`src/rtl/fetch_pkg.sv`:
```
// Shared definitions for the LEGv8 instruction fetch stage: FSM state
// encoding, address/instruction widths, the flush bubble word and an
// address alignment helper.
package fetch_pkg;

  localparam int ADDR_W      = 64;
  localparam int INSTR_W     = 32;
  localparam int INSTR_BYTES = 4;

  localparam logic [INSTR_W-1:0] BUBBLE_INSTR = 32'h0;

  typedef enum logic [1:0] {
    IDLE  = 2'd0,
    RUN   = 2'd1,
    FAULT = 2'd2
  } fetchState_t;

  // Clears the byte-offset bits so the address names a whole instruction.
  function automatic logic [ADDR_W-1:0] alignAddr(input logic [ADDR_W-1:0] addr);
    return addr & ~ADDR_W'(INSTR_BYTES - 1);
  endfunction

  // True when the address does not fall on an instruction boundary.
  function automatic logic isMisaligned(input logic [ADDR_W-1:0] addr);
    return (addr & ADDR_W'(INSTR_BYTES - 1)) != '0;
  endfunction

endpackage

```
`src/rtl/ifid_register.sv`:
```
// IF/ID pipeline register. Holds the fetched instruction, its address and
// a valid bit. flush has priority over load; with neither asserted the
// register holds (this is how a hazard stall freezes decode input).
module ifid_register
  import fetch_pkg::*;
(
  input  logic               clk,
  input  logic               reset,
  input  logic               load,
  input  logic               flush,
  input  logic [INSTR_W-1:0] instrIn,
  input  logic [ADDR_W-1:0]  pcIn,
  output logic [INSTR_W-1:0] ifidInstruction,
  output logic [ADDR_W-1:0]  ifidPc,
  output logic               ifidValid
);

  // Capture, bubble or hold the IF/ID contents on each edge.
  always_ff @(posedge clk or posedge reset) begin
    if (reset) begin
      ifidInstruction <= BUBBLE_INSTR;
      ifidPc          <= '0;
      ifidValid       <= 1'b0;
    end else if (flush) begin
      // The address is left alone: it is meaningless while valid is low.
      ifidInstruction <= BUBBLE_INSTR;
      ifidValid       <= 1'b0;
    end else if (load) begin
      ifidInstruction <= instrIn;
      ifidPc          <= pcIn;
      ifidValid       <= 1'b1;
    end
  end

endmodule

```
`src/rtl/instruction_fetch_stage.sv`:
```
// LEGv8 instruction fetch stage. Owns the program counter (driven straight
// out as the instruction memory address), sequences IDLE -> RUN on start,
// and steers the IF/ID register for sequential fetch, hazard stall and
// branch redirect (redirect wins over stall and inserts one bubble).
//
// Optional feature: define FETCH_ALIGN_CHECK_EN to trap branch targets that
// are not word aligned into a sticky FAULT state. Without it the low two
// target bits are silently cleared and fault is tied low.
module instruction_fetch_stage
  import fetch_pkg::*;
#(
  parameter logic [ADDR_W-1:0] RESET_PC = 64'h0,
  parameter logic [ADDR_W-1:0] PC_STEP  = ADDR_W'(INSTR_BYTES)
) (
  input  logic               clk,
  input  logic               reset,
  input  logic               start,
  input  logic               stall,
  input  logic               branch_taken,
  input  logic [ADDR_W-1:0]  branch_target,
  input  logic [INSTR_W-1:0] imem_instruction,
  output logic [ADDR_W-1:0]  imem_pc,
  output logic [INSTR_W-1:0] ifid_instruction,
  output logic [ADDR_W-1:0]  ifid_pc,
  output logic               ifid_valid,
  output logic               running,
  output logic               fault
);

  fetchState_t       state;
  fetchState_t       nextState;
  logic [ADDR_W-1:0] pc;
  logic [ADDR_W-1:0] pcNext;
  logic [ADDR_W-1:0] branchPc;
  logic              badBranch;
  logic              loadIfid;
  logic              flushIfid;

`ifdef FETCH_ALIGN_CHECK_EN
  // A misaligned redirect is trapped rather than followed.
  assign badBranch = isMisaligned(branch_target);
  assign branchPc  = branch_target;
`else
  // Misaligned redirects are forced onto the enclosing word.
  assign badBranch = 1'b0;
  assign branchPc  = alignAddr(branch_target);
`endif

  // State register.
  always_ff @(posedge clk or posedge reset) begin
    if (reset) begin
      state <= IDLE;
    end else begin
      state <= nextState;
    end
  end

  // Next-state logic: start only matters in IDLE; FAULT is left only via reset.
  always_comb begin
    nextState = state;
    unique case (state)
      IDLE:    if (start) nextState = RUN;
      RUN:     if (branch_taken && badBranch) nextState = FAULT;
      FAULT:   nextState = FAULT;
      default: nextState = IDLE;
    endcase
  end

  // Datapath controls: PC source and IF/ID load/flush, redirect > stall > fetch.
  always_comb begin
    pcNext    = pc;
    loadIfid  = 1'b0;
    flushIfid = 1'b0;
    unique case (state)
      IDLE: begin
        pcNext    = RESET_PC;
        flushIfid = 1'b1;
      end
      RUN: begin
        if (branch_taken) begin
          flushIfid = 1'b1;
          if (!badBranch) pcNext = branchPc;
        end else if (!stall) begin
          loadIfid = 1'b1;
          pcNext   = pc + PC_STEP;
        end
      end
      FAULT: begin
        flushIfid = 1'b1;
      end
      default: begin
        pcNext    = RESET_PC;
        flushIfid = 1'b1;
      end
    endcase
  end

  // Program counter register; 64-bit add wraps without any flag.
  always_ff @(posedge clk or posedge reset) begin
    if (reset) begin
      pc <= RESET_PC;
    end else begin
      pc <= pcNext;
    end
  end

  ifid_register uIfid (
    .clk             (clk),
    .reset           (reset),
    .load            (loadIfid),
    .flush           (flushIfid),
    .instrIn         (imem_instruction),
    .pcIn            (pc),
    .ifidInstruction (ifid_instruction),
    .ifidPc          (ifid_pc),
    .ifidValid       (ifid_valid)
  );

  assign imem_pc = pc;
  assign running = (state == RUN);

`ifdef FETCH_ALIGN_CHECK_EN
  assign fault = (state == FAULT);
`else
  assign fault = 1'b0;
`endif

endmodule

```
`config.mk`:
```
export PLATFORM = sky130hd
export DESIGN_NAME = instruction_fetch_stage
export DESIGN_NICKNAME = d
export VERILOG_FILES = /design/src/rtl/fetch_pkg.sv /design/src/rtl/ifid_register.sv /design/src/rtl/instruction_fetch_stage.sv
export SDC_FILE = /design/constraint.sdc
export NUM_CORES = 1
export LEC_CHECK = 0
export BUFFER_PORTS_ARGS = -buffer_cell sky130_fd_sc_hd__buf_4
export CORE_MARGIN = 2
export CORE_UTILIZATION = 40
export DETAILED_ROUTE_END_ITERATION = 10
export GPL_TIMING_DRIVEN = 0
export PLACE_DENSITY = 0.74
export SLEW_MARGIN = 20
export SYNTH_ARGS = -nofsm -noshare
export SYNTH_HDL_FRONTEND = slang
export SYNTH_SLANG_ARGS = --single-unit
```
`constraint.sdc`:
```
create_clock -name clk -period 6.8 [get_ports clk]
set_input_delay 1.36 -clock clk [delete_from_list [all_inputs] [get_ports clk]]
set_output_delay 1.36 -clock clk [all_outputs]
set_load 0.1 [all_outputs]
```
# --- Yosys cells after proc, flatten, opt, wreduce, memory -nomap -nowiden ---
# Index checks and enable logic that the tools add are counted.
word_totals:
  register_bits: 163
  elab_cells: 32
op_classes:
  add_sub_neg: 1
  n_eq_ne: 4
  muxes: 14
  bitwise_logic: 3
  n_reduce_logical: 5
ops:
  columns: ["op", "n"]
  rows:
  - ["$mux W64", 2]
  - ["$pmux W64 S2", 1]
  - ["$add A64 B3 Y64 const B", 1]
  - ["$mux W32", 2]
  - ["$mux W1", 7]
  - ["$pmux W2 S3", 1]
  - ["$reduce_and A2 Y1", 3]
  - ["$ne A3 B3 Y1 const B", 1]
  - ["$not A1 Y1", 3]
  - ["$eq A2 B1 Y1 const B", 1]
  - ["$eq A2 B2 Y1 const B", 1]
  - ["$logic_not A2 Y1", 1]
  - ["$mux W2", 1]
  - ["$ne A2 B2 Y1 const B", 1]
  - ["$reduce_bool A2 Y1", 1]

# --- Logic depth before layout (Yosys ltp) ---
# Gate-level depths: netlist of run 1.
logic_depth:
  ltp_word: 5
  depth_mapped: 9
  depth_no_buf: 7

# --- Hierarchy ---
# Synthesis of run 1 repeated with hierarchy kept, for this count alone.
hier_totals:
  hier_cells: 735
  area_unflattened_um2: 8036.5
by_module_without_submodules:
  columns: ["module", "n_inst", "cells_per_inst", "area_per_inst_um2", "seq_area_each_um2"]
  rows:
  - ["instruction_fetch_stage", 1, 491, 4020.1, 1601.5]
  - ["ifid_register", 1, 244, 4016.4, 2427.3]

# --- Worst setup path after synthesis of run 1 ---
# Ideal clock, no wire load.
synth_timing:
  path_type: "register to register"
  start: "register pc[2] (netlist: imem_pc[2])"
  end: "register pc[58] (netlist: imem_pc[58])"
  arrival_ns: 3.277
  required_ns: 6.721
  setup_slack_ns: 3.444
  stages_incl_launch_ff: 9
  n_path_buf: 1
  path_cell_list: "dfrtp_1 ha_1 nand3_2 or3_4 or4b_1 buf_2 or3_4 o31ai_2 o21bai_1"
synth_between:
  elab_chain_len: 4
synth_lines:
  columns: ["item", "line", "rtl"]
  rows:
  - ["start, declared", "instruction_fetch_stage.sv:32", "logic [ADDR_W-1:0] pc;"]
  - ["start signal, assigned", "instruction_fetch_stage.sv:103", "pc <= pcNext;"]
  - ["$add A64 B3 Y64", "instruction_fetch_stage.sv:85", "pcNext = pc + PC_STEP;"]
  - ["$mux W64", "instruction_fetch_stage.sv:83", "end else if (!stall) begin"]
  - ["$mux W64", "instruction_fetch_stage.sv:80", "if (branch_taken) begin"]
  - ["$pmux W64 S2", "instruction_fetch_stage.sv:74", "unique case (state)"]
# Every way passes these cells. The select of a mux whose other input is x is not followed.
# A chain may end at the register's enable or synchronous reset.

# --- Worst setup path after layout of run 1 ---
layout_timing:
  start: "input port branch_taken"
  end: "register pc[9] (netlist: imem_pc[9])"
layout_between:
  elab_chain_len: 2
  word_cells_on_any_way: 4
  cone_classes: "eq/ne: 1; mux: 2; reduce/logical: 1"
layout_lines:
  columns: ["item", "line", "rtl"]
  rows:
  - ["start, declared", "instruction_fetch_stage.sv:19", "input logic branch_taken,"]
  - ["$mux W64 or $ne A3 B3 Y1 (tied branches)", null, null]
  - ["$pmux W64 S2 or $reduce_and A2 Y1 (tied branches)", null, null]
# Parallel ways exist; a longest one is shown, timed or not.

==> run_results.csv, run 1 <==
group,metric,value,unit
global_routing,grt_pass1_wl,41.8,mm
detailed_routing,drt_wl_total,27.4,mm
yosys,synth_common_cells,"206 x nand2_1, 159 x dfrtp_1, 72 x o21ai_0, 41 x clkbuf_1, 40 x nor2_1",
place,placed_cell_area,9850,sq um
yosys,synth_top_area_cell,"dfrtp_1",
sta,worst_pin_slew,1.07,ns
detailed_routing,wl_per_cell,20.0,um
final_layout,n_antenna_cell,0,
die,die_w,142,um
final_layout,fin_area,10400,sq um
setup_path,cpMostUsedCell,"clkbuf_1",
setup_path,worst-path-max-fanout,10,
detailed_routing,drc,0,
yosys,synthDominantCellAreaShare,52.5,%
cts,clockBufferDepth,2,
job,cap_violations,0,
yosys,syn_inst,845,
global_routing,overflow,0,
cts,cts_tree,"yes",
yosys,synth_area_leaders,"dfrtp_1 52%, nand2_1 10%, o21ai_0 4.8%",
detailed_routing,drt_iter0_markers,802,
final_layout,area_growth,37.6,%
final_layout,layout-drive-gt1-share,27.0,%
cts,post_cts_buffers,0,
sta,rsz0062_at_grt,"no",
place,dp_worst_setup_slack,2.89,ns
pwr,ir_worst_vdd,0.169,mV
run_status,status,"completed",
die,fp.dieH,142,um
die,initial_core_util,40.7,%
yosys,ys_seq_area_share,52.5,%
detailed_routing,firstDrtPassIters,5,
final_layout,fin_cells,1371,
yosys,synth_most_common_cell,"nand2_1",
setup_path,slowest_delay,0.51,ns
setup_path,crit_required,7.14,ns
yosys,ys_ff_latch,159,
sta,holdWs,0.447,ns
detailed_routing,vias,7821,
setup_path,startpoint_type,"input port",
setup_path,cp-end-kind,"flop",
cts,cts_buffers,17,
cts,cts_root_buf,"clkbuf_16",
place,numPortBuffers,255,
yosys,syn_avg_cell_area,8.97,sq um
global_routing,grt_max_degree,93,
place,dpl.cell_count,1339,
detailed_routing,via_per_inst,5.70,
final_layout,nets,1226,
detailed_routing,ant_nets,0,
sta,period_minus_slack,3.59,ns
global_routing,grt_usage,27.2,%
final_layout,fin_util,55.9,%
sta,fin_crit_sh,52.7,%
cts,cts.repair.resized,0,
setup_path,crit_arrival,3.92,ns
cts,htreeDepth,4,
place,gp_congestion,0.942,
die,die-area,20100,sq um
pwr,finalPower,3.38,mW
sta,clock.fmax,279,MHz
sta,slew_headroom,28.0,%
yosys,synth.distinct_cells,53,
cts,clk_latency,0.43,ns
min_path,hold_class,"flop to flop",
cts,cts.sinks,159,
sta,slew_viol_final,0,
setup_path,reg2reg_slack,3.73,ns
yosys,netlist_area,7580,sq um
setup_path,crit_type,"input port to flop",
setup_path,cpMaxStageDelayCell,"nor2_1",
pwr,power_density,324,nW/um^2
sta,fin_ws,3.21,ns
global_routing,grt_pass1_vias,7475,
pwr,cellLeakagePower,5.01,nW
yosys,ys_async_sr_fraction,100,%
yosys,ys_warn_count,0,
sta,tns,0,ns
die,core-area,18600,sq um
place,hpwl,19.9,mm
cts,hold_buffers,0,
global_routing,antenna_found_initial,0,
sta,finalSetupViolCount,0,
cts,cts.clk_slew.worst_paths,0.06,ns
yosys,ys.flop_type,"dfrtp_1",
sta,fin_skew,0.0164,ns
yosys,synth_edf_count,0,
sta,hold_violations,0,
die,rows,50,
die,io_pins,264,
setup_path,cp_cell_sequence,"clkbuf_1 -> nand2b_1 -> nor2_1 -> or2_2 -> clkbuf_1 -> clkbuf_1 -> buf_1 -> a21oi_1 -> o22ai_1",
==> path summary, 6_finish.rpt <==
check	startpoint	to	cells past startpoint
worst max-delay path	branch_taken	imem_pc[9]	9
worst max register to register	imem_pc[2]	imem_pc[60]	7
worst min register to register	state[1]	state[0]	1
min in group asynchronous	reset	uIfid.ifidInstruction[8]	2
worst min-delay path	state[1]	state[0]	1
max in group asynchronous	reset	imem_pc[22]	3
==> logic make-up after synthesis <==
logic type	count (synthesis)	share of synthesized area [%]
DFF	159	52.5
other	1	0.0495
AOI/OAI and AO/OA	205	17.4
buffers and inverters	77	4.11
muxes	4	0.528
and+or+nand+nor	383	23.6
adders and majority gates	1	0.165
xor gates and xnor gates	15	1.73
==> registers in the layout (all words and copies together) (netlist names) <==
| name | flops |
|---|---|
| uIfid.ifidPc | 62 |
| uIfid.ifidValid | 1 |
| state | 2 |
| imem_pc | 62 |
| uIfid.ifidInstruction | 32 |
==> critical path, delay by kind of cell <==
family                 cells  cell delay, ns
AND/OR/NAND/NOR            3            0.94
AO/OA/AOI/OAI              2            0.28
buffers and inverters      4            1.33
==> power breakdown <==
group	switching, mW	leakage, nW	internal (mW)
clock network	0.391	0.288	0.566
logic	1.01	2.69	0.249
registers	0.118	2.03	1.05
total	1.52	5.01	1.87
==> placed cells by master (no fill, tap or decap), drive strengths merged, types with 4 or more instances in the layout <==
master,n
a31oi,4
clkinv,7
nor2,40
clkbuf,62
buf,277
o21ai,73
nand2b,4
nand3,29
a21oi,39
o311ai,5
a221o,6
a22oi,24
nand4,23
xor2,7
and4,5
and3,15
nor2b,4
or3,5
nor3,25
inv,15
nand2,206
o22ai,9
mux2i,4
conb,5
and2,5
dfrtp,159
nor4b,5
a22o,32
xnor2,8
nor4,11
==> metal layers <==
layer / vias up / part of all wire, % / track usage (%)
li1: 3543 / - / -
met1: 3731 / 40 / 35.5
met2: 481 / 46 / 42.3
met3: 66 / 10 / 8.03
met4: 0 / 3.8 / 11.5
met5: - / 0 / 0
==> cell type report <==
| cell class | count | area [sq um] |
|---|---|---|
| Clock inverter | 11 | 114 |
| Timing Repair Buffer | 256 | 1940 |
| Multi-Input combinational cell | 613 | 3310 |
| Sequential cell | 159 | 3980 |
| Fill cell | 1738 | 8210 |
| Clock buffer | 21 | 470 |
| Inverter | 15 | 63.8 |
| Buffer | 62 | 255 |
| Tap cell | 234 | 293 |
Power figures use the tool's default switching activity.
==> run 2: changes to the inputs <==
==> constraint.sdc (replaced) <==
create_clock -name clk -period 3.7 [get_ports clk]
set_input_delay 0.74 -clock clk [delete_from_list [all_inputs] [get_ports clk]]
set_output_delay 0.74 -clock clk [all_outputs]
set_load 0.1 [all_outputs]
==> run 2 against run 1 <==
Flip-flop and latch count did not move. Clock power rose by 100%. Final cell count rose by 0.36%. Sequential share of layout area fell by 0.49 points. Via count fell by 1.4%. Sequential power rose by 84%. Combinational power rose by 84%. Worst setup slack got worse by 2.6 ns. Clock skew fell by 0.0090 ns. Critical path type is now flop to flop. Hold slack got worse by 0.17 ns. Die area did not move.
==> run_results.csv, run 2 (synthesis gave the netlist of run 1 again) <==
group,metric,value,unit
run_status,status,"completed",
cts,htreeDepth,4,
setup_path,crit_arrival,3.36,ns
sta,worst_pin_slew,1.12,ns
global_routing,grt_max_degree,35,
cts,cts_tree,"yes",
place,hpwl,20.2,mm
detailed_routing,drt_wl_total,27.2,mm
setup_path,crit_type,"flop to flop",
global_routing,overflow,0,
final_layout,nets,1230,
setup_path,startpoint_type,"flop",
global_routing,grt_pass1_vias,7484,
die,rows,50,
min_path,hold_class,"input port to async pin",
detailed_routing,via_per_inst,5.60,
place,dp_worst_setup_slack,0.313,ns
sta,rsz0062_at_grt,"no",
cts,cts.clk_slew.worst_paths,0.06,ns
cts,cts.repair.resized,0,
final_layout,fin_util,56.7,%
die,die_w,142,um
detailed_routing,ant_nets,0,
final_layout,multi_input_area,3310,sq um
cts,clk_latency,0.43,ns
cts,cts_buffers,17,
detailed_routing,wl_per_cell,19.8,um
sta,fin_crit_sh,82.9,%
final_layout,register_area,3980,sq um
setup_path,worst-path-max-fanout,10,
cts,cts.sinks,159,
die,initial_core_util,40.7,%
sta,finalSetupViolCount,0,
final_layout,layout-drive-gt1-share,27.1,%
global_routing,grt_usage,27.1,%
sta,period_minus_slack,3.07,ns
pwr,cellLeakagePower,5.06,nW
cts,hold_buffers,0,
sta,hold_violations,0,
final_layout,final_cell_mix,"260 x buf_4, 206 x nand2_1, 159 x dfrtp_1, 72 x o21ai_0, 44 x clkbuf_1",
setup_path,cp-end-kind,"flop",
pwr,ir_worst_vdd,0.369,mV
die,die-area,20100,sq um
place,gp_congestion,0.935,
detailed_routing,drt_iter0_markers,592,
die,core-area,18600,sq um
final_layout,area_growth,39.3,%
sta,slew_headroom,24.6,%
global_routing,antenna_found_initial,1,
cts,cts_root_buf,"clkbuf_16",
sta,fin_ws,0.632,ns
pwr,power_density,607,nW/um^2
die,io_pins,264,
setup_path,crit_required,3.99,ns
die,fp.dieH,142,um
detailed_routing,firstDrtPassIters,7,
sta,clock.fmax,326,MHz
final_layout,mostFrequentLayoutCell,"buf_4",
final_layout,num-fill-cells,1701,
sta,fin_skew,0.00733,ns
sta,slew_viol_final,0,
detailed_routing,vias,7712,
job,cap_violations,0,
cts,clockBufferDepth,2,
detailed_routing,drc,0,
global_routing,grt_pass1_wl,41.6,mm
place,numPortBuffers,255,
cts,post_cts_buffers,0,
pwr,finalPower,6.41,mW
-- run 2: power by group --
group          total, mW  internal (mW)  switching, mW  leakage (nW)
combinational       2.32          0.465           1.85          2.72
clock               1.95           1.23          0.717         0.310
sequential          2.15           1.93          0.218          2.03
total               6.41           3.63           2.79          5.06
-- run 2: layout make-up --
cell class              count  share of cell area (%)
clock buffers              22                    4.39
inverters                  15                   0.568
well taps                 234                    2.77
diodes                      1                  0.0237
repair buffers            260                    19.1
flip-flops and latches    159                    37.7
plain buffers              62                    2.42
clock inverters            10                    1.74
multi-input cells         613                    31.4
-- run 2: metrics by stage --
step                cell area (sq um)  cells  setup TNS (ns)  hold slack, ns
floorplan                        7600    849               0           0.408
global placement                 9810   1338          -16.41           0.428
global route                    10600   1376               0           0.278
detailed placement               9910   1343               0           0.434
CTS                             10600   1375               0           0.271
finish                          10600   1376               0           0.276
-- run 2: critical path, stage by stage (launching register included) --
cell     delay, ns
dfrtp_1       0.48
ha_1          0.26
nand3_2       0.20
or4_1         0.55
nor4_2        0.76
nor4b_2       0.41
xnor2_1       0.16
o21ai_0       0.08
-- run 2: per-layer routing --
layer	track usage [%]	wire length [um]	up-vias
li1	-	-	3553
met1	34.9	11000	3665
met2	42.2	12600	422
met3	8.00	2600	72
met4	12.6	1070	0
met5	0	0	-
-- run 2: path summary, 6_finish.rpt --
check | startpoint | to | slack, ns | cells after the start
setup / recovery | imem_pc[2] | imem_pc[60] | 0.63 | 7
max in group asynchronous | reset | imem_pc[38] | 2.51 | 5
min in group clk | state[1] | state[0] | 0.44 | 1
hold / removal | reset | uIfid.ifidInstruction[12] | 0.28 | 2
hold reg to reg | state[1] | state[0] | 0.44 | 1
setup reg to reg | imem_pc[2] | imem_pc[60] | 0.63 | 7
